===== config.mk =====
export PLATFORM = sky130hd
export DESIGN_NAME = keypad_entry_controller
export DESIGN_NICKNAME = d
export VERILOG_FILES = /design/src/rtl/keypad_pkg.sv /design/src/rtl/scan_tick_gen.sv /design/src/rtl/keypad_entry_controller.sv
export SDC_FILE = /design/constraint.sdc
export NUM_CORES = 1
export LEC_CHECK = 0
export BUFFER_PORTS_ARGS = -buffer_cell sky130_fd_sc_hd__buf_2
export CAP_MARGIN = 10
export CORE_UTILIZATION = 53
export DETAILED_ROUTE_END_ITERATION = 6
export PLACE_DENSITY = 0.83
export SETUP_SLACK_MARGIN = 0.2
export SLEW_MARGIN = 20
export SYNTH_ARGS = -nofsm -noshare
export SYNTH_HDL_FRONTEND = slang
export SYNTH_SLANG_ARGS = --single-unit

===== constraint.sdc =====
create_clock -name clk -period 3 [get_ports clk]
set_input_delay 0.9 -clock clk [delete_from_list [all_inputs] [get_ports clk]]
set_output_delay 0.9 -clock clk [all_outputs]
set_load 0.1 [all_outputs]

===== src/rtl/keypad_pkg.sv =====
// Shared definitions for the keypad entry path: FSM encoding, the key layout
// and small helpers for decoding active-low row patterns.
package keypad_pkg;

    typedef enum logic [1:0] {
        SCAN     = 2'd0,
        PRESS_DB = 2'd1,
        HELD     = 2'd2
    } state_t;

    // Phone-style layout: rows top to bottom, columns left to right.
    function automatic logic [3:0] keymap(input logic [1:0] r, input logic [1:0] c);
        logic [3:0] k;
        case ({r, c})
            4'h0:    k = 4'h1;
            4'h1:    k = 4'h2;
            4'h2:    k = 4'h3;
            4'h3:    k = 4'hA;
            4'h4:    k = 4'h4;
            4'h5:    k = 4'h5;
            4'h6:    k = 4'h6;
            4'h7:    k = 4'hB;
            4'h8:    k = 4'h7;
            4'h9:    k = 4'h8;
            4'hA:    k = 4'h9;
            4'hB:    k = 4'hC;
            4'hC:    k = 4'hE;
            4'hD:    k = 4'h0;
            4'hE:    k = 4'hF;
            default: k = 4'hD;
        endcase
        return k;
    endfunction

    function automatic logic one_low(input logic [3:0] v);
        return (v == 4'b1110) || (v == 4'b1101) || (v == 4'b1011) || (v == 4'b0111);
    endfunction

    function automatic logic [1:0] low_index(input logic [3:0] v);
        logic [1:0] idx;
        case (v)
            4'b1101: idx = 2'd1;
            4'b1011: idx = 2'd2;
            4'b0111: idx = 2'd3;
            default: idx = 2'd0;
        endcase
        return idx;
    endfunction

endpackage


===== src/rtl/scan_tick_gen.sv =====
// Free-running divider producing a one-cycle tick every SCAN_DIV clocks;
// the tick paces column dwell and every debounce decision.
module scan_tick_gen #(
    parameter int SCAN_DIV = 50000
) (
    input  logic clk,
    input  logic reset,
    output logic tick
);

    localparam int CW = $clog2(SCAN_DIV);
    localparam logic [CW-1:0] LAST = CW'(SCAN_DIV - 1);

    logic [CW-1:0] cnt;

    always_ff @(posedge clk or posedge reset) begin
        if (reset) begin
            cnt <= '0;
        end else if (tick) begin
            cnt <= '0;
        end else begin
            cnt <= cnt + 1'b1;
        end
    end

    assign tick = (cnt == LAST);

endmodule


===== src/rtl/keypad_entry_controller.sv =====
// 4x4 hex keypad scanner with press/release debounce, key decode and a
// 16-bit shift-in entry register (newest nibble in [3:0]).
module keypad_entry_controller #(
    parameter int SCAN_DIV       = 50000,
    parameter int DEBOUNCE_SCANS = 4
) (
    input  logic        clk,
    input  logic        reset,
    input  logic [3:0]  row,
    input  logic        clr,
    output logic [3:0]  col,
    output logic        key_valid,
    output logic [3:0]  key_code,
    output logic [15:0] entry
);
    import keypad_pkg::*;

    localparam int DW = $clog2(DEBOUNCE_SCANS + 1);
    localparam logic [DW-1:0] DB_LAST = DW'(DEBOUNCE_SCANS);
    localparam logic [DW-1:0] DB_ONE  = DW'(1);

    logic          tick;
    logic [3:0]    row_p0, row_s;
    state_t        state_q, state_d;
    logic [1:0]    col_sel_q, col_sel_d;
    logic [DW-1:0] cnt_q, cnt_d, cnt_inc;
    logic [3:0]    cand_row_q, cand_row_d;
    logic [1:0]    cand_col_q, cand_col_d;
    logic [3:0]    acc_row;
    logic [1:0]    acc_col;
    logic [3:0]    acc_code;
    logic          accept;

    scan_tick_gen #(.SCAN_DIV(SCAN_DIV)) u_tick (
        .clk   (clk),
        .reset (reset),
        .tick  (tick)
    );

    // p0/s: two-flop synchronizer for the asynchronous row pins
    always_ff @(posedge clk or posedge reset) begin
        if (reset) begin
            row_p0 <= 4'hF;
            row_s  <= 4'hF;
        end else begin
            row_p0 <= row;
            row_s  <= row_p0;
        end
    end

    always_ff @(posedge clk or posedge reset) begin
        if (reset) begin
            state_q   <= SCAN;
            col_sel_q <= 2'd0;
            cnt_q     <= '0;
        end else begin
            state_q   <= state_d;
            col_sel_q <= col_sel_d;
            cnt_q     <= cnt_d;
        end
    end

    always_ff @(posedge clk) begin
        cand_row_q <= cand_row_d;
        cand_col_q <= cand_col_d;
    end

    always_comb begin
        state_d    = state_q;
        col_sel_d  = col_sel_q;
        cnt_d      = cnt_q;
        cand_row_d = cand_row_q;
        cand_col_d = cand_col_q;
        cnt_inc    = cnt_q + 1'b1;
        acc_row    = cand_row_q;
        acc_col    = cand_col_q;
        accept     = 1'b0;
        case (state_q)
            SCAN: begin
                if (tick) begin
                    if (one_low(row_s)) begin
                        cand_row_d = row_s;
                        cand_col_d = col_sel_q;
                        acc_row    = row_s;
                        acc_col    = col_sel_q;
                        // A single agreeing tick is enough when debounce depth is one
                        if (DB_ONE == DB_LAST) begin
                            accept  = 1'b1;
                            cnt_d   = '0;
                            state_d = HELD;
                        end else begin
                            cnt_d   = DB_ONE;
                            state_d = PRESS_DB;
                        end
                    end else begin
                        col_sel_d = col_sel_q + 1'b1;
                    end
                end
            end
            PRESS_DB: begin
                if (tick) begin
                    if (row_s == cand_row_q) begin
                        if (cnt_inc == DB_LAST) begin
                            accept  = 1'b1;
                            cnt_d   = '0;
                            state_d = HELD;
                        end else begin
                            cnt_d = cnt_inc;
                        end
                    end else begin
                        cnt_d   = '0;
                        state_d = SCAN;
                    end
                end
            end
            HELD: begin
                if (tick) begin
                    if (row_s == 4'hF) begin
                        if (cnt_inc == DB_LAST) begin
                            cnt_d   = '0;
                            state_d = SCAN;
                        end else begin
                            cnt_d = cnt_inc;
                        end
                    end else begin
                        cnt_d = '0;
                    end
                end
            end
            default: begin
                cnt_d   = '0;
                state_d = SCAN;
            end
        endcase
    end

    assign acc_code = keymap(low_index(acc_row), acc_col);
    assign col      = ~(4'b0001 << col_sel_q);

    // Clear has priority over a same-cycle key so the operator's clear always sticks
    always_ff @(posedge clk or posedge reset) begin
        if (reset) begin
            key_valid <= 1'b0;
            key_code  <= 4'h0;
            entry     <= 16'h0000;
        end else begin
            key_valid <= accept;
            if (accept) begin
                key_code <= acc_code;
            end
            if (clr) begin
                entry <= 16'h0000;
            end else if (accept) begin
                entry <= {entry[11:0], acc_code};
            end
        end
    end

endmodule

# [After elaboration in Yosys (flattened, before gate mapping)]
# Memories as Yosys holds them, arrays and structs flattened.
# Index checks and enable logic that the tools add are counted.
[classes] shift=1 muxes=31 add_sub_neg=3 n_reduce_logical=8 n_bitwise=2 eq_ne=20
[ops] cell="16-bit two-way mux" count=3
[ops] cell="4-bit equality test, second input constant" count=6
[ops] cell="2-bit two-way mux" count=11
[ops] cell="3-bit two-way mux" count=7
[ops] cell="16-bit by 1-bit adder with 16-bit output, second input constant" count=1
[ops] cell="16-bit equality test, second input constant" count=1
[ops] cell="4-bit two-way mux" count=3
[ops] cell="2-bit inequality test, second input constant" count=6
[ops] cell="2-bit one-hot mux with 3 select lines" count=2
[ops] cell="3-bit one-hot mux with 3 select lines" count=1
[ops] cell="4-bit by 3-bit equality test with 1-bit output, second input constant" count=2
[ops] cell="7-bit AND reduction" count=1
[ops] cell="4-bit equality test" count=1
[ops] cell="1-bit two-way mux" count=4
[ops] cell="4-bit inverter" count=1
[ops] cell="4-bit AND reduction" count=1
[ops] cell="1-bit by 2-bit left shift with 4-bit output, first input constant" count=1
[ops] cell="3-bit by 1-bit adder with 3-bit output, second input constant" count=1
[ops] cell="3-bit equality test, second input constant" count=1
[ops] cell="1-bit logical OR" count=3
[ops] cell="3-bit inequality test, second input constant" count=1
[ops] cell="3-bit AND reduction" count=1
[ops] cell="2-bit by 1-bit adder with 2-bit output, second input constant" count=1
[ops] cell="2-bit by 1-bit equality test with 1-bit output, second input constant" count=1
[ops] cell="other kinds (4)" count=4
[totals] regBits=58 in_bits=7 word_cells=77 n_memories=1 output_inout_bits=25 romBits=64
[memory_table] memory="(name not given)" depth=16 word_bits=4 rd=1 rd_ports_with_merged_regs=0 wr=0 line_no="keypad_pkg.sv:14" source="case ({r, c})"

# [Depth between registers and ports, before layout]
# Gate-level depths: netlist of the first run.
# An unclocked memory read counts as a cell.
[logic_depth] ltp_word=12 mapped_depth=14 ltp_nobuf=13

# [By module]
# From an unflattened synthesis of the first run, not the netlist that was laid out.
[unflattened] hier_cells=279 area_unflattened_um2=2882.8
[modules_own_cells] mod="keypad_entry_controller" seq_area_each_um2=1031.0 instances=1 area_per_inst_um2=2125.8 cells_per_inst=211
[modules_own_cells] mod="scan_tick_gen" seq_area_each_um2=400.4 instances=1 area_per_inst_um2=757.0 cells_per_inst=68

# [Worst setup path after synthesis of the first run]
# Ideal clock, no wire load.
[synth_timing] kind="register -> register" from="register row_s[0]" to="register entry[1]" t_arrival_ns=2.902 path_buffers=2 setup_slack_ns=0.017 stages_incl_launch_ff=15 setup_time_ns=0.081 synth_period_minus_slack_ns=2.983 required_ns=2.919 cell_sequence="dfstp_2 clkbuf_1 and4b_1 a311o_1 nand3_1 clkbuf_1 nor2_1 a21oi_1 ha_1 inv_1 o22ai_1 a32oi_1 mux2i_1 nor3_2 nor3_2"
[synth_via] elab_chain_len=12 word_cells_on_any_way=25 cone_classes="eq/ne (8); mux (12); reduce/logical (4); memory (1)"
[synth_lines] element="start, declared" line_no="keypad_entry_controller.sv:23" source="logic [3:0] row_p0, row_s;"
[synth_lines] element="start signal, assigned" line_no="keypad_entry_controller.sv:47" source="row_s <= row_p0;"
[synth_lines] element="4-bit equality test" line_no="keypad_pkg.sv:36" source="return (v == 4'b1110) || (v == 4'b1101) || (v == 4'b1011) || (v == 4'b0111);"
[synth_lines] element="1-bit logical OR (3 in series)" line_no="keypad_pkg.sv:36"
[synth_lines] element="4-bit two-way mux" line_no="keypad_entry_controller.sv:81" source="if (one_low(row_s)) begin"
[synth_lines] element="4-bit two-way mux" line_no="keypad_entry_controller.sv:80" source="if (tick) begin"
[synth_lines] element="4-bit two-way mux"
[synth_lines] element="4-bit by 3-bit equality test with 1-bit output or 4-bit equality test (tied branches)" line_no="keypad_pkg.sv:41" source="case (v)"
[synth_lines] element="2-bit one-hot mux with 3 select lines" line_no="keypad_pkg.sv:41"
[synth_lines] element="memory read 16 x 4 bit"
[synth_lines] element="16-bit two-way mux" line_no="keypad_entry_controller.sv:153" source="end else if (accept) begin"
[synth_lines] element="16-bit two-way mux" line_no="keypad_entry_controller.sv:151" source="if (clr) begin"
[synth_lines] element="end signal, assigned" line_no="keypad_entry_controller.sv:154" source="entry <= {entry[11:0], acc_code};"
[synth_lines] element="end, declared" line_no="keypad_entry_controller.sv:14" source="output logic [15:0] entry"
# Several ways; a longest one is shown, not always the timed one. The select of a mux whose other input is x is not followed.
# A chain may end at the register's enable or synchronous reset.

# [Worst setup path after layout of the first run]
[layout_timing] from="register u_tick.cnt[10]" to="register key_code[1]"
[layout_via] elab_chain_len=6 word_cells_on_any_way=12 cone_classes="eq/ne (4); mux (7); memory (1)"
[layout_lines] element="start, declared" line_no="scan_tick_gen.sv:14" source="logic [CW-1:0] cnt;"
[layout_lines] element="start signal, assigned" line_no="scan_tick_gen.sv:22" source="cnt <= cnt + 1'b1;"
[layout_lines] element="16-bit equality test (*)" line_no="scan_tick_gen.sv:26" source="assign tick = (cnt == LAST);"
[layout_lines] element="4-bit two-way mux" line_no="keypad_entry_controller.sv:80"
[layout_lines] element="4-bit two-way mux"
[layout_lines] element="4-bit by 3-bit equality test with 1-bit output or 4-bit equality test (tied branches)" line_no="keypad_pkg.sv:41"
[layout_lines] element="2-bit one-hot mux with 3 select lines" line_no="keypad_pkg.sv:41"
[layout_lines] element="memory read 16 x 4 bit"
[layout_lines] element="end signal, assigned" line_no="keypad_entry_controller.sv:149" source="key_code <= acc_code;"
[layout_lines] element="end, declared" line_no="keypad_entry_controller.sv:13" source="output logic [3:0] key_code,"
# Every way passes the cells marked *; elsewhere a longest branch is shown, timed or not.

==> flow_summary.toml, run 1 <==
[worst_hold_path]
hold_path_class = "reg2reg"

[critical_path]
path_delay_family = "simple AND/OR/NAND/NOR gates"
arrival_ns = 3.01
cp_max_fo = 7
path_cells = "or4_4 -> nor4_4 -> nand3_4 -> nor2_4 -> a21oi_4 -> ha_4 -> inv_4 -> o22ai_1 -> a32oi_1 -> mux2i_1 -> nor3_2 -> nor2_1"
critPathLaunchType = "flip-flop"
crit_path_max_incr_delay_ns = 0.58
cp-end-kind = "flip-flop"
required_ns = 3.23
cp_slowest_cell = "or4_4"
path_buf_inv = 1
worstSetupPathType = "reg2reg"

[routing]
vias_per_cell = 5.460
drc = 0
drt-total-wl_mm = 6.319
postRouteAntennaNets = 0
drtPass1Iterations = 4
wl_per_cell_um = 14.70
first_iter_violations = 168
route.vias.total = 2348

[final_layout]
num-fill-cells = 428
nNetsFinal = 373
n_antenna_cell = 0
fin_area_um2 = 3608
drive_gt1_frac = 0.2722
area_growth_pct = 20.67

[synthesis]
syn_nets = 327
yosys_register_bits = 58
ys.flop_type = "dfrtp_1"
syn_inst = 309
async_flop_share = 0.8966
synth_common_cells = "44 x dfrtp_1, 43 x nand2_1, 27 x a21oi_1, 26 x nor2_1, 16 x inv_1"
synth_seq_area_share = 0.4787
ys_types = 53
synth_largest_area_cell = "dfrtp_1"
synth_edf_count = 0
synth_most_common_cell = "dfrtp_1"
syn_area_um2 = 2990
synth.avg_cell_area_um2 = 9.678
yosysTopAreaCellShare = 0.3682
ys_warn_count = 0
synth.area.top_cells = "dfrtp_1 37%, dfstp_2 7.0%, nand2_1 5.4%"

[clock_network]
clockBufferDepth = 2
h-tree-depth = 3
clkTransAtPathRegs_ns = 0.07
clkSinkCount = 58
cts_tree = "yes"
cts_hold_buf = 0
clock_latency_ns = 0.34
root_buffer = "clkbuf_8"
cts_made_buffers = 9

[placement]
routabilityCongestion = 0.9094
port_buffers = 31
place_ws_ns = 0.2630
dpl.hpwl_mm = 4.321
place_area_um2 = 3237

[power]
power_mw = 1.674
p_sw_mw = 0.3514
ir_drop_mv = 0.5176
p_clk_frac = 0.493
internal_power_mw = 1.323
switching_share = 0.2099
power_frac_comb = 0.031
cellLeakagePower_nw = 1.710
power.density_nw_per_um2 = 464.0
p_seq_frac = 0.477

[timing]
period_minus_slack_ns = 2.784
hold_violations = 0
clock-skew-final_ns = 0.005927
max_slew_margin = 0.6210
max_freq_ghz = 0.3592
rsz0062_at_grt = "true"
setup_tns_ns = 0
slew_viol_final = 0
setup_viol = 0
finalCritPeriodShare = 0.9279
tightestPinTransition_ns = 0.5667
setup_slack_ns = 0.2164

[floorplan]
start_util = 0.5674
dieArea_um2 = 5947
die_h_um = 77.12
core_um2 = 5270
rows = 26
die_x_um = 77.12
num_io_pins = 32

[global_route]
grt_pass1_vias = 2265
overflow = 0
grt_pass1_wl_mm = 10.46
grt_usage = 0.2284
antenna_found_initial = 0
grt_max_degree = 24

[run]
maxCapViolCount = 0

[outcome]
status = "finished, final reports clean"
==> worst reg2reg max path: cells and delay by family, from the launching register on <==
kind            cells  cell delay (ns)
compound gates      3             0.34
flops               1             0.40
buf+inv             1             0.05
fa+ha+maj           1             0.18
simple gates        6             1.58
mux                 1             0.11
==> cells by family (layout without fill, tap and decap cells) <==
family | count (synthesis) | after routing | synth area share
compound gates | 63 | 63 | 0.1318
xor+xnor | 20 | 20 | 0.05858
mux | 11 | 11 | 0.03933
flops | 58 | 58 | 0.4787
simple gates | 116 | 116 | 0.2050
buf+inv | 30 | 81 | 0.04058
fa+ha+maj | 11 | 11 | 0.04602
==> cell type report <==
class                   instances  area [um^2]  share of cell area
repair buffers                 49        290.3             0.08044
clock inverters                 4        73.82             0.02046
well taps                      70        87.58             0.02427
inverters                      16        62.56             0.01734
clock buffers                  12        155.1             0.04300
flip-flops and latches         58         1431              0.3967
multi-input cells             221         1508              0.4178
==> metal layers <==
metal	part of all wire	vias to the layer above	track usage
met1	0.47	1112	0.2917
met3	0.052	13	0.06786
met5	0	-	0
li1	-	1162	-
met2	0.46	61	0.3643
met4	0.017	0	0.08868
==> power groups by stage <==
stage	Combinational [mW]	Sequential [mW]	Clock (mW)
after global placement	0.0436	0.812	0
after global routing	0.0573	0.799	0.866
after detailed placement	0.0443	0.813	0
after CTS	0.0447	0.799	0.836
final	0.0517	0.798	0.825
after floorplan	0.0347	0.808	0
==> state kept, by name, indices dropped and copies added, names as in the netlist, 3 cells and up <==
register,flops
u_tick.cnt,16
row_p0,4
entry,16
key_code,4
cnt_q,3
cand_row_q,4
row_s,4
==> final timing paths <==
kind / to / slack [ns] / cells after the start / startpoint
max: key_code[1] / 0.22 / 12 / u_tick.cnt[10]
min: row_s[2] / 0.36 / 0 / row_p0[2]
max reg2reg: key_code[1] / 0.22 / 12 / u_tick.cnt[10]
min reg2reg: row_s[2] / 0.36 / 0 / row_p0[2]
max in group asynchronous: row_s[0] / 1.85 / 3 / reset
min in group asynchronous: u_tick.cnt[12] / 0.50 / 2 / reset
==> through the flow <==
| stage | cells | hold slack, ns | utilization |
|---|---|---|---|
| after floorplan | 309 | 0.3452 | - |
| after global placement | 404 | 0.3455 | 0.6142 |
| after detailed placement | 404 | 0.3472 | 0.6142 |
| after CTS | 420 | 0.3561 | 0.6576 |
| after global routing | 430 | 0.3588 | 0.6847 |
| final | 430 | 0.3554 | 0.6847 |
==> layout by cell type, fill, tap and decap left out, types with 6 or more instances in the layout <==
master	netlist	routed
inv_1	16	14
buf_4	0	18
clkbuf_8	0	11
dfrtp_1	44	44
xor2_1	13	12
dfxtp_1	6	6
nor2_1	26	24
nand2_1	43	43
dfstp_2	8	8
o21ai_0	9	9
ha_1	11	10
nand3_1	8	7
a21oi_1	27	25
mux2_2	6	6
buf_2	1	31
xnor2_1	7	7
==> repair_timing <==
action / in CTS / in global routing
setup buffers: 0 / 10
setup endpoints to repair: 0 / 6
gates resized for setup: 0 / 15
No activity file was read; power rests on OpenSTA's default activity.
==> run 2: changes to the inputs <==
--- a/config.mk
+++ b/config.mk
@@ -7,9 +7,10 @@
 export LEC_CHECK = 0
 export BUFFER_PORTS_ARGS = -buffer_cell sky130_fd_sc_hd__buf_2
 export CAP_MARGIN = 10
-export CORE_UTILIZATION = 53
+export CORE_UTILIZATION = 58
+export CTS_BUF_LIST = sky130_fd_sc_hd__clkbuf_16
 export DETAILED_ROUTE_END_ITERATION = 6
-export PLACE_DENSITY = 0.83
+export PLACE_DENSITY = 0.86
 export SETUP_SLACK_MARGIN = 0.2
 export SLEW_MARGIN = 20
 export SYNTH_ARGS = -nofsm -noshare
==> constraint.sdc (replaced) <==
create_clock -name clk -period 2.9 [get_ports clk]
set_input_delay 0.87 -clock clk [delete_from_list [all_inputs] [get_ports clk]]
set_output_delay 0.87 -clock clk [all_outputs]
set_load 0.1 [all_outputs]
==> flow_summary.toml, run 2 (synthesized netlist as in run 1, its figures left out) <==
[outcome]
status = "finished, final reports clean"

[timing]
period_minus_slack_ns = 2.726
max_slew_margin = 0.6130
max_freq_ghz = 0.3668
clock-skew-final_ns = 0.006606
finalCritPeriodShare = 0.9401
setup_tns_ns = 0
slew_viol_final = 0
rsz0062_at_grt = "true"
tightestPinTransition_ns = 0.5797
setup_viol = 0
hold_violations = 0

[floorplan]
dieArea_um2 = 5447
start_util = 0.6168
core_um2 = 4848
die_h_um = 73.81
die_x_um = 73.81
rows = 25
num_io_pins = 32

[routing]
drt-total-wl_mm = 6.933
first_iter_violations = 126
route.vias.total = 2502
wl_per_cell_um = 16.05
postRouteAntennaNets = 0
vias_per_cell = 5.792
drtPass1Iterations = 4
drc = 0

[placement]
dpl.hpwl_mm = 4.449
port_buffers = 31
routabilityCongestion = 0.8854
place_area_um2 = 3267
dp.cells = 405

[global_route]
overflow = 0
grt_pass1_wl_mm = 10.96
grt_pass1_vias = 2433
grt_max_degree = 29
grt_usage = 0.2741
antenna_found_initial = 0

[final_layout]
drive_gt1_frac = 0.2932
area_growth_pct = 26.57
nNetsFinal = 378
register_area_um2 = 1433
fin_area_um2 = 3785
layout_common_cells = "43 x nand2_1, 43 x dfrtp_1, 31 x buf_2"
final_cells = 432
num-fill-cells = 301
largestRegisters = "entry x16, u_tick.cnt x16"
multiInputGateArea_um2 = 1526
n_antenna_cell = 0

[worst_hold_path]
hold_start = "row_p0[2]"
hold_path_class = "reg2reg"

[critical_path]
path_buf_inv = 1
crit_path_max_incr_delay_ns = 0.56
required_ns = 3.11
critPathLaunchType = "flip-flop"
worstSetupPathType = "reg2reg"
r2r-start = "u_tick.cnt[11]"
arrival_ns = 2.94
path_cells = "or4_4 -> nor4_4 -> nand3_4 -> nor2_4 -> a21oi_4 -> ha_2 -> inv_2 -> o22ai_2 -> a32oi_1 -> mux2i_1 -> nor3_2 -> nor3_2"
crit_start = "u_tick.cnt[11]"
cpMostUsedCell = "nor3_2"
cp_slowest_cell = "or4_4"
path_delay_family = "simple AND/OR/NAND/NOR gates"
cp-end-kind = "flip-flop"
cp_max_fo = 6

[clock_network]
cts_hold_buf = 0
clkTransAtPathRegs_ns = 0.06
clkSinkCount = 58
cts_made_buffers = 9
clock_latency_ns = 0.33
cts_tree = "yes"
h-tree-depth = 3
clockBufferDepth = 2
root_buffer = "clkbuf_16"

[run]
maxCapViolCount = 0

[power]
cellLeakagePower_nw = 1.785
ir_drop_mv = 0.5163
power.density_nw_per_um2 = 561.7
==> run 2: path summary, 6_finish.rpt <==
kind | end | slack [ns] | cells after the start
max reg2reg | entry[1] | 0.17 | 12
min | row_s[2] | 0.35 | 0
min in group asynchronous | u_tick.cnt[12] | 0.60 | 2
max | entry[1] | 0.17 | 12
max in group asynchronous | row_s[3] | 1.59 | 3
min reg2reg | row_s[2] | 0.35 | 0
==> run 2: worst register-to-register path, cell delays in order (launching register included) <==
cell and delay, ns:
dfrtp_1 0.38, or4_4 0.56, nor4_4 0.23, nand3_4 0.20, nor2_4 0.17, a21oi_4 0.04, ha_2 0.20, inv_2 0.08
o22ai_2 0.08, a32oi_1 0.26, mux2i_1 0.13, nor3_2 0.20, nor3_2 0.08
==> run 2: report_power, final <==
group          switching, mW  internal (mW)
clock                  0.401          0.846
sequential           0.00402          0.819
combinational         0.0379         0.0187
==> run 2: layout make-up <==
class	count	area share
Clock buffer	9	0.05950
Clock inverter	7	0.03306
Inverter	16	0.01587
Multi-Input combinational cell	221	0.4033
Sequential cell	58	0.3785
Tap cell	67	0.02215
Timing Repair Buffer	54	0.08760
==> run 2: repair_timing <==
item	in CTS	in global routing
setup buffers	4	7
pin swaps	4	10
resized for setup	3	16
gates cloned	0	0
setup endpoints to repair	6	6
==> run 2: through the flow <==
step                hold slack [ns]  worst slack, ns  total power, mW    util
floorplan                    0.3452           0.2080           0.8713       -
global placement             0.3457           0.2228           0.8875  0.6738
detailed placement           0.3468           0.1054           0.8888  0.6738
CTS                          0.3542           0.2085            2.127  0.7543
global route                 0.3577           0.1163            2.171  0.7806
finish                       0.3539           0.1738            2.126  0.7806
==> run 2: per-layer routing <==
| layer | GRT usage | vias up | wire length, um |
|---|---|---|---|
| met3 | 0.07819 | 23 | 311 |
| met5 | 0 | - | 0 |
| met4 | 0.1560 | 0 | 206 |
| li1 | - | 1180 | - |
| met1 | 0.3194 | 1214 | 2932 |
| met2 | 0.4516 | 85 | 3483 |
==> run 3: changes to the inputs <==
--- a/config.mk
+++ b/config.mk
@@ -7,10 +7,10 @@
 export LEC_CHECK = 0
 export BUFFER_PORTS_ARGS = -buffer_cell sky130_fd_sc_hd__buf_2
 export CAP_MARGIN = 10
-export CORE_UTILIZATION = 58
+export CORE_UTILIZATION = 53
 export CTS_BUF_LIST = sky130_fd_sc_hd__clkbuf_16
 export DETAILED_ROUTE_END_ITERATION = 6
-export PLACE_DENSITY = 0.86
+export PLACE_DENSITY = 0.83
 export SETUP_SLACK_MARGIN = 0.2
 export SLEW_MARGIN = 20
 export SYNTH_ARGS = -nofsm -noshare
==> constraint.sdc (replaced) <==
create_clock -name clk -period 2.25 [get_ports clk]
set_input_delay 0.675 -clock clk [delete_from_list [all_inputs] [get_ports clk]]
set_output_delay 0.675 -clock clk [all_outputs]
set_load 0.1 [all_outputs]
==> flow_summary.toml, run 3 (synthesized netlist as in run 1, its figures left out) <==
[outcome]
status = "finished with violations"
violations = "setup timing"

[power]
p_seq_frac = 0.458
cellLeakagePower_nw = 1.986
internal_power_mw = 1.805
power.density_nw_per_um2 = 551.7
power_frac_comb = 0.037
p_sw_mw = 0.5153
power_mw = 2.321
switching_share = 0.2220
p_clk_frac = 0.505
ir_drop_mv = 0.5786

[final_layout]
fin_util = 0.7982
n_antenna_cell = 0
multiInputGateArea_um2 = 1695
largestRegisters = "entry x16, u_tick.cnt x16"
drive_gt1_frac = 0.3965
area_growth_pct = 40.67
nNetsFinal = 409
layout_common_cells = "44 x dfrtp_1, 44 x buf_4, 42 x nand2_1"
num-fill-cells = 324
register_area_um2 = 1431

[placement]
dpl.hpwl_mm = 4.612
routabilityCongestion = 0.9110
place_ws_ns = -0.3765
port_buffers = 31

[worst_hold_path]
hold_start = "row_p0[1]"
hold_path_class = "reg2reg"

[critical_path]
crit_start = "u_tick.cnt[13]"
cp-end-kind = "flip-flop"
required_ns = 2.46
crit_path_max_incr_delay_ns = 0.56
path_delay_family = "simple AND/OR/NAND/NOR gates"
arrival_ns = 2.94
worstSetupPathType = "reg2reg"
cp_max_fo = 5
critPathLaunchType = "flip-flop"
r2r-start = "u_tick.cnt[13]"
path_buf_inv = 3
cp_slowest_cell = "or4_4"
path_cells = "or4_4 -> nor4_4 -> nand3_4 -> buf_4 -> a21oi_4 -> buf_4 -> buf_6 -> ha_4 -> nor2_1 -> mux2_4 -> a21oi_4 -> o21ai_0"

[routing]
route.vias.total = 2723
postRouteAntennaNets = 0
drtPass1Iterations = 4
wl_per_cell_um = 16.78
drt-total-wl_mm = 7.820
first_iter_violations = 197
drc = 0
vias_per_cell = 5.843

[floorplan]
core_um2 = 5270
num_io_pins = 32
die_h_um = 77.12
rows = 26
die_x_um = 77.12
dieArea_um2 = 5947
start_util = 0.5674

[timing]
finalCritPeriodShare = 1.217
rsz0062_at_grt = "true"
setup_viol = 19
tightestPinTransition_ns = 0.4968
hold_violations = 0
slew_viol_final = 0
max_slew_margin = 0.6710
period_minus_slack_ns = 2.738
setup_slack_ns = -0.4878
clock-skew-final_ns = 0.007023
max_freq_ghz = 0.3653

[global_route]
grt_usage = 0.2569
grt_pass1_wl_mm = 11.72
antenna_found_initial = 0
grt_pass1_vias = 2523
overflow = 0
grt_max_degree = 33

[clock_network]
cts_made_buffers = 9
clockBufferDepth = 2
root_buffer = "clkbuf_16"
cts_tree = "yes"
clock_latency_ns = 0.33
cts_hold_buf = 0
clkSinkCount = 58
clkTransAtPathRegs_ns = 0.05
h-tree-depth = 3

[run]
maxCapViolCount = 0
==> run 3: changes by cell type in the layout (fill, tap and decap cells not counted), moves of 3 or more <==
cell / delta
buf_4: +22
a21oi_1: -10
a21oi_2: +8
buf_6: +7
buf_12: +6
o21ai_0: -5
buf_2: -4
o21ai_1: +4
bufinv_16: -3
clkinv_1: +3
clkinv_4: -3
==> run 3: power by group through the flow <==
stage          registers (mW)  logic [mW]  clock network (mW)
2_1_floorplan            1.08      0.0462                   0
3_3_place_gp             1.08      0.0714                   0
3_5_place_dp             1.08      0.0739                   0
4_1_cts                  1.06      0.0773                1.19
5_1_grt                  1.06      0.0942                1.23
6_report                 1.06      0.0866                1.17
==> run 3: cell type report <==
class | count | share of cell area
Tap cell | 70 | 0.02082
Inverter | 16 | 0.01487
Clock buffer | 9 | 0.05354
Multi-Input combinational cell | 221 | 0.4030
Clock inverter | 7 | 0.006841
Timing Repair Buffer | 85 | 0.1606
Sequential cell | 58 | 0.3403
==> run 3: timing repair <==
| item | 4_1_cts | 5_1_grt |
|---|---|---|
| cloned | 0 | 0 |
| endpoints found under the setup margin | 27 | 32 |
| buffers inserted | 6 | 5 |
| pin swaps | 3 | 9 |
| gates resized for setup | 16 | 43 |
==> run 3: final timing paths <==
check	endpoint	slack, ns	cells past startpoint
worst max-delay path	key_code[3]	-0.49	12
worst min-delay path	row_s[1]	0.35	0
worst max register to register	key_code[3]	-0.49	12
worst min register to register	row_s[1]	0.35	0
max in group asynchronous	row_p0[2]	1.29	3
min in group asynchronous	entry[11]	0.36	2
==> run 3: metal layers <==
layer  wire length [um]  share of wire  global-route usage  up-vias
met5                  0              0                   0        -
met4                339          0.043              0.1566        0
met3                486          0.062             0.07857       32
met2               3967           0.51              0.4107      118
met1               3026           0.39              0.3022     1321
li1                   -              -                   -     1252
==> run 3: stage by stage <==
step	instance area [um^2]	std cells	setup TNS, ns	hold slack, ns
after floorplan	3043	309	-2.126	0.3452
after global placement	3603	439	-1.726	0.3468
after detailed placement	3603	439	-2.619	0.3472
after CTS	3975	461	-3.624	0.3504
after global routing	4207	466	-6.799	0.3485
final	4207	466	-5.200	0.3463
